File: config.mk
export PLATFORM = sky130hd
export DESIGN_NAME = rocfifo_ew_arbiter
export DESIGN_NICKNAME = d
export VERILOG_FILES = /design/src/rtl/rocfifo_ew_arbiter.sv
export SDC_FILE = /design/constraint.sdc
export NUM_CORES = 1
export LEC_CHECK = 0
export ABC_AREA = 1
export CORE_MARGIN = 1.5
export CORE_UTILIZATION = 45
export CTS_BUF_LIST = sky130_fd_sc_hd__clkbuf_16
export DETAILED_ROUTE_END_ITERATION = 8
export GPL_TIMING_DRIVEN = 0
export PLACE_DENSITY = 0.65
export REMOVE_ABC_BUFFERS = 1
export SETUP_SLACK_MARGIN = 0.3
export SLEW_MARGIN = 15
export SYNTH_ARGS = -nofsm -noshare
export SYNTH_HDL_FRONTEND = slang
export SYNTH_SLANG_ARGS = --single-unit
File: constraint.sdc
create_clock -name serdesclk -period 12.27 [get_ports serdesclk]
set_clock_uncertainty 0.05 [all_clocks]
set_input_delay 3.0675 -clock serdesclk [delete_from_list [all_inputs] [get_ports serdesclk]]
set_output_delay 3.0675 -clock serdesclk [all_outputs]
set_load 0.01 [all_outputs]
File: src/rtl/rocfifo_ew_arbiter.sv
// Merges one event from each SIM_ROC_FIFO into EW_FIFO: a summed header word
// followed by every FIFO's payload in index order (serdesclk domain).
module rocfifo_ew_arbiter #(
   parameter int NROCFIFO  = 4,
   parameter int DIGI_BITS = 32,
   parameter int TAG_BITS  = 20
) (
   input  logic                          serdesclk,
   input  logic                          serdesclk_resetn,
   input  logic                          enable,
   input  logic [NROCFIFO-1:0]           rocfifo_empty,
   input  logic [NROCFIFO*DIGI_BITS-1:0] rocfifo_data,
   output logic [NROCFIFO-1:0]           rocfifo_re,
   input  logic                          ew_full,
   output logic                          ew_we,
   output logic [DIGI_BITS-1:0]          ew_data,
   output logic                          evt_done,
   output logic [19:0]                   evt_cnt,
   output logic                          tag_mismatch,
   output logic                          size_overflow
);

   localparam int IDX_W = 2;
   localparam logic [IDX_W-1:0] LAST_IDX = IDX_W'(NROCFIFO - 1);

   localparam logic [2:0] S_IDLE  = 3'd0;
   localparam logic [2:0] S_HREQ  = 3'd1;
   localparam logic [2:0] S_HLAT  = 3'd2;
   localparam logic [2:0] S_HCAP  = 3'd3;
   localparam logic [2:0] S_EWHDR = 3'd4;
   localparam logic [2:0] S_PAY   = 3'd5;
   localparam logic [2:0] S_DRAIN = 3'd6;
   localparam logic [2:0] S_DONE  = 3'd7;

   logic [2:0]          state;
   logic [IDX_W-1:0]    idx;
   logic [IDX_W-1:0]    idx_inc;
   logic [11:0]         rem;
   logic [11:0]         size_q [NROCFIFO];
   logic [TAG_BITS-1:0] tag_q  [NROCFIFO];

   logic                rd_vld_p0;
   logic [IDX_W-1:0]    rd_sel_p0;

   logic [DIGI_BITS-1:0] cap_word;
   logic [DIGI_BITS-1:0] pay_word;
   logic [DIGI_BITS-1:0] hdr_word;
   logic                 empty_sel;
   logic                 rd_hdr;
   logic                 pay_rd;
   logic                 hdr_wr;
   logic [12:0]          sum_acc;
   logic                 tag_diff;

   // Saturates at 4096 so the 13-bit accumulator never wraps; bit 12 flags overflow.
   function automatic logic [12:0] sat_add13(input logic [12:0] acc, input logic [11:0] val);
      logic [13:0] s;
      s = {1'b0, acc} + {2'b00, val};
      if (s > 14'd4096) return 13'd4096;
      return s[12:0];
   endfunction

   function automatic logic [11:0] sat12(input logic [12:0] acc);
      return acc[12] ? 12'hFFF : acc[11:0];
   endfunction

   assign idx_inc = idx + 1'b1;

   always_comb begin
      cap_word  = '0;
      pay_word  = '0;
      empty_sel = 1'b1;
      for (int i = 0; i < NROCFIFO; i++) begin
         if (idx == IDX_W'(i)) begin
            cap_word  = rocfifo_data[i*DIGI_BITS +: DIGI_BITS];
            empty_sel = rocfifo_empty[i];
         end
         if (rd_sel_p0 == IDX_W'(i)) pay_word = rocfifo_data[i*DIGI_BITS +: DIGI_BITS];
      end
   end

   always_comb begin
      sum_acc  = '0;
      tag_diff = 1'b0;
      for (int i = 0; i < NROCFIFO; i++) begin
         sum_acc = sat_add13(sum_acc, size_q[i]);
         if (tag_q[i] != tag_q[0]) tag_diff = 1'b1;
      end
      hdr_word                 = '0;
      hdr_word[31:20]          = sat12(sum_acc);
      hdr_word[TAG_BITS-1:0]   = tag_q[0];
   end

   // Read enables are combinational so empty/ew_full gate the same cycle.
   always_comb begin
      rd_hdr = (state == S_HREQ) && !empty_sel;
      pay_rd = (state == S_PAY) && (rem != 12'd0) && !empty_sel && !ew_full;
      hdr_wr = (state == S_EWHDR) && !ew_full;
      rocfifo_re = '0;
      for (int i = 0; i < NROCFIFO; i++) begin
         if (idx == IDX_W'(i)) rocfifo_re[i] = rd_hdr | pay_rd;
      end
   end

   always_ff @(posedge serdesclk or negedge serdesclk_resetn) begin
      if (!serdesclk_resetn) begin
         state         <= S_IDLE;
         idx           <= '0;
         rem           <= '0;
         evt_done      <= 1'b0;
         evt_cnt       <= '0;
         tag_mismatch  <= 1'b0;
         size_overflow <= 1'b0;
         for (int i = 0; i < NROCFIFO; i++) begin
            size_q[i] <= '0;
            tag_q[i]  <= '0;
         end
      end else begin
         evt_done <= 1'b0;
         case (state)
            S_IDLE: begin
               if (enable) begin
                  idx   <= '0;
                  state <= S_HREQ;
               end
            end
            S_HREQ: begin
               if (rd_hdr) state <= S_HLAT;
            end
            S_HLAT: state <= S_HCAP;
            S_HCAP: begin
               size_q[idx] <= cap_word[31:20];
               tag_q[idx]  <= cap_word[TAG_BITS-1:0];
               if (idx != LAST_IDX) begin
                  idx   <= idx_inc;
                  state <= S_HREQ;
               end else begin
                  state <= S_EWHDR;
               end
            end
            S_EWHDR: begin
               if (hdr_wr) begin
                  tag_mismatch  <= tag_mismatch | tag_diff;
                  size_overflow <= size_overflow | sum_acc[12];
                  idx           <= '0;
                  rem           <= size_q[0];
                  state         <= S_PAY;
               end
            end
            S_PAY: begin
               if (rem == 12'd0) begin
                  if (idx != LAST_IDX) begin
                     idx <= idx_inc;
                     rem <= size_q[idx_inc];
                  end else begin
                     state <= S_DRAIN;
                  end
               end else if (pay_rd) begin
                  rem <= rem - 12'd1;
               end
            end
            S_DRAIN: state <= S_DONE;
            S_DONE: begin
               evt_done <= 1'b1;
               evt_cnt  <= evt_cnt + 20'd1;
               state    <= S_IDLE;
            end
            default: state <= S_IDLE;
         endcase
      end
   end

   // p0: payload read issued; p1: data returned by the FIFO is written out
   always_ff @(posedge serdesclk or negedge serdesclk_resetn) begin
      if (!serdesclk_resetn) begin
         rd_vld_p0 <= 1'b0;
         rd_sel_p0 <= '0;
         ew_we     <= 1'b0;
         ew_data   <= '0;
      end else begin
         rd_vld_p0 <= pay_rd;
         rd_sel_p0 <= idx;
         if (hdr_wr) begin
            ew_we   <= 1'b1;
            ew_data <= hdr_word;
         end else begin
            ew_we <= rd_vld_p0;
            if (rd_vld_p0) ew_data <= pay_word;
         end
      end
   end

endmodule
==> impl_table.tex <==
\begin{tabular}{lr}
\hline
Metric & Value \\
\hline
\multicolumn{2}{l}{\textbf{Run status}} \\
\quad Run status & completed \\
\multicolumn{2}{l}{\textbf{Clock network}} \\
\quad Clock Tree Root & clkbuf\_16 \\
\quad Number of H-tree levels & 1 \\
\quad Clock Path Buffers & 3 \\
\quad Post-CTS setup buffers & 0 \\
\quad TritonCTS clock tree & done \\
\quad Number of gates resized after cts & 0 \\
\quad Worst skew pair latency & 530 ps \\
\quad Number of buffers inserted during clock tree synthesis & 25 \\
\quad Number of hold buffers added after CTS & 0 \\
\quad Clock slew at the register clock pins of the worst setup and hold paths & 60 ps \\
\quad CTS Sinks & 204 \\
\multicolumn{2}{l}{\textbf{Synth}} \\
\quad Part of the Yosys area used for sequential elements & 0.371 \\
\quad Number of cells produced by synthesis & 1942 \\
\quad Yosys warning count & 0 \\
\quad Proportion of register bits with asynchronous set or reset after synthesis & 1.00 \\
\quad Most frequently used flop master after synthesis & dfrtp\_1 \\
\quad Post-synthesis sequential element count & 204 \\
\quad Number of enable-type register cells in the synthesized netlist & 0 \\
\quad Average cell area after synthesis & 7.08 um2 \\
\quad Unique masters post-synth & 49 \\
\quad Mapped cell area & 13800 um2 \\
\multicolumn{2}{l}{\textbf{Global route}} \\
\quad Number of antenna violations at the first check in global routing & 3 \\
\quad Vias in the first global route & 13.1k \\
\quad Wire length of the first global-routing pass & 71700 um \\
\quad Global-route usage over all layers & 0.291 \\
\quad Maximum number of pins on one net before global-route repair & 85 \\
\quad Sum of overflow across all layers after global routing & 0 \\
\multicolumn{2}{l}{\textbf{Setup path}} \\
\quad Setup slack on the worst flop-to-flop path & 5020 ps \\
\quad Cell repeated most along the worst path & nor2\_1 \\
\quad Required time of the worst setup path & 9150 ps \\
\quad Element type at the critical path end & primary output \\
\quad Critical path's largest stage delay & 870 ps \\
\quad Peak fanout along the critical path & 32 \\
\quad Depth of the worst register-to-register path & 40 \\
\quad Crit path max-delay family & buffers and inverters \\
\quad Worst path depth & 11 \\
\quad Sequence of cells on the critical path & inv\_1 > ha\_1 > nand2\_2 > o22ai\_1 > o21ai\_1 > o21ai\_2 > nand2\_1 > nor2\_1 > a21oi\_1 > nor2\_1 > clkdlybuf4s50\_1 \\
\quad Crit Reg-Reg Endpoint & ew\_data[21]\$\_DFFE\_PN0P\_ \\
\quad Critical Path Slowest Stage Cell & ha\_1 \\
\quad Buffer and inverter count on the worst path & 2 \\
\quad Setup Crit Path Kind & register to primary output \\
\quad FF-to-FF Start & size\_q[36]\$\_DFFE\_PN0P\_ \\
\quad Data arrival time at the worst-slack endpoint & 5220 ps \\
\quad Critical path startpoint category & register \\
\multicolumn{2}{l}{\textbf{Die}} \\
\quad Core area & 29900 um2 \\
\quad Die boundary width & 178 um \\
\quad Area of the die & 31600 um2 \\
\quad IO Pins & 196 \\
\quad Starting Density & 0.460 \\
\quad Die height & 178 um \\
\quad Row count & 63 \\
\multicolumn{2}{l}{\textbf{Layout}} \\
\quad Util after Layout & 0.565 \\
\quad Fill cells & 2835 \\
\quad Ratio of cells with drive above 1 in the final layout & 0.0552 \\
\quad Area Growth Syn to Fin & 22.8\% \\
\quad Net total in the final layout & 2268 \\
\multicolumn{2}{l}{\textbf{Timing}} \\
\quad Final worst hold slack & 393 ps \\
\quad Final hold vios & 0 \\
\quad Period utilisation layout & 0.680 \\
\quad RSZ-0062 raised after global routing & false \\
\quad Final critical delay including setup and external delays & 8340 ps \\
\quad Final setup slack of the worst path & 3930 ps \\
\quad Pins Over Slew Limit & 0 \\
\quad Final-layout setup total negative slack & 0 ps \\
\quad Transition time at the pin with the least slew margin & 1220 ps \\
\quad Relative slew slack & 0.184 \\
\quad Final Setup Violations & 0 \\
\quad Highest clock rate & 120 MHz \\
\multicolumn{2}{l}{\textbf{Detailed routing}} \\
\quad WL per Instance & 18.2 um \\
\quad First-iteration detailed-routing DRC count & 1228 \\
\quad Routed via count & 13.8k \\
\quad Total DRC errors in the routed layout & 0 \\
\quad Vias per cell & 5.53 \\
\quad Post-route antenna net violation count & 0 \\
\quad Pre-Repair DR Iteration Count & 8 \\
\quad Drt total wl & 45400 um \\
\multicolumn{2}{l}{\textbf{Job}} \\
\quad Maxcap violations & 0 \\
\multicolumn{2}{l}{\textbf{Worst hold path}} \\
\quad Hold Path Class & register to register \\
\quad Number of cells traversed by the worst hold path & 0 \\
\quad Worst-case hold path end point & rd\_sel\_p0[1]\$\_DFF\_PN0\_ \\
\quad Hold path startpoint & idx[1]\$\_DFFE\_PN0P\_ \\
\multicolumn{2}{l}{\textbf{Placed design}} \\
\quad Number of input and output port buffers inserted & 195 \\
\quad Global placement routability congestion & 0.897 \\
\quad Worst slack after detailed placement & 4110 ps \\
\quad Total half-perimeter wirelength after legalization and detailed placement & 33200 um \\
\hline
\end{tabular}
[flip-flops by register name, summed over array words and instances (netlist names)]
signal	cells
ew_data	32
hdr_word	20
size_q	48
ew_we	1
size_overflow	1
state	3
rem	12
rd_sel_p0	2
tag_mismatch	1
rd_vld_p0	1
evt_cnt	20
tag_q	60
evt_done	1
idx	2
[per-layer routing]
layer  wire [um]  track usage
met1       19500        0.381
met2       21400        0.480
met3        2570       0.0433
met4        1970        0.121
met5          31            0
[metrics by stage]
stage | instances | instance area [um2]
final | 2491 | 16900
after global routing | 2490 | 16900
after CTS | 2490 | 16900
after detailed placement | 2445 | 16100
after global placement | 2434 | 15800
after floorplan | 1849 | 13300
[area by class of cell]
type / count / area [um2] / share of cell area
Multi-Input combinational cell: 1454 / 7550 / 0.447
Inverter: 191 / 718 / 0.0425
Antenna cell: 1 / 2.50 / 0.000148
Clock inverter: 20 / 149 / 0.00882
Clock buffer: 25 / 626 / 0.0370
Sequential cell: 204 / 5110 / 0.302
Tap cell: 390 / 488 / 0.0289
Timing Repair Buffer: 206 / 2240 / 0.133
[how the worst max path moves through the flow]
stage                                  start                 endpoint  slack, ps
after floorplan             rocfifo_empty[1]            rocfifo_re[0]       5260
after global placement      serdesclk_resetn  evt_cnt[13]$_DFFE_PN0P_       -810
after detailed placement    rocfifo_empty[0]            rocfifo_re[2]       4110
after CTS                 idx[0]$_DFFE_PN0P_            rocfifo_re[2]       3960
after global routing      idx[0]$_DFFE_PN0P_            rocfifo_re[2]       3710
final                     idx[0]$_DFFE_PN0P_            rocfifo_re[2]       3930
[kinds of logic (layout without fill, tap and decap cells)]
group                    after synthesis  after routing  share of synthesized area
AND/OR/NAND/NOR                      863            863                      0.263
AO/OA/AOI/OAI                        462            462                      0.186
buffers and inverters                284            442                     0.0819
flip-flops                           204            204                      0.371
XOR/XNOR                              75             75                     0.0478
adder cells (fa/ha/maj)               50             50                     0.0471
multiplexers                           4              4                    0.00291
other                                  0              1                          0
[cells in the mapped netlist, types with 3 or more instances]
cell type,number,area [um2]
nand2_1,567,2130
o21ai_0,277,1390
dfrtp_1,204,5100
inv_1,182,683
nor2_1,119,447
a21oi_1,95,475
nand3_1,86,430
clkbuf_1,61,229
ha_1,47,588
xor2_1,43,377
o211ai_1,34,255
xnor2_1,32,280
nand4_1,21,131
buf_2,18,90.1
nor3_1,17,85.1
o221ai_1,15,131
a221oi_1,12,105
or2_2,11,68.8
nand2_2,10,62.6
nor2_2,10,62.6
buf_1,8,30.0
o22ai_1,8,50.1
inv_2,7,26.3
nand3b_1,7,52.6
nand3_2,5,50.1
o21ai_1,5,25.0
buf_6,4,45.0
mux2i_1,4,40.0
fa_1,3,60.1
o21bai_1,3,22.5
[cells in the final DEF (no fill, tap or decap), drive strengths merged, types with 32 or more instances in the layout]
cell type / Yosys / routed
o211ai: 34 / 34
inv: 189 / 190
dfrtp: 204 / 204
nand3: 91 / 91
nand2: 578 / 578
ha: 47 / 47
a21oi: 98 / 98
xor2: 43 / 43
nor2: 130 / 130
clkdlybuf4s50: 0 / 194
o21ai: 284 / 284
xnor2: 32 / 32
Power is not shown: default switching activity piles up to over one toggle a cycle in this logic, so the estimate is an artifact.
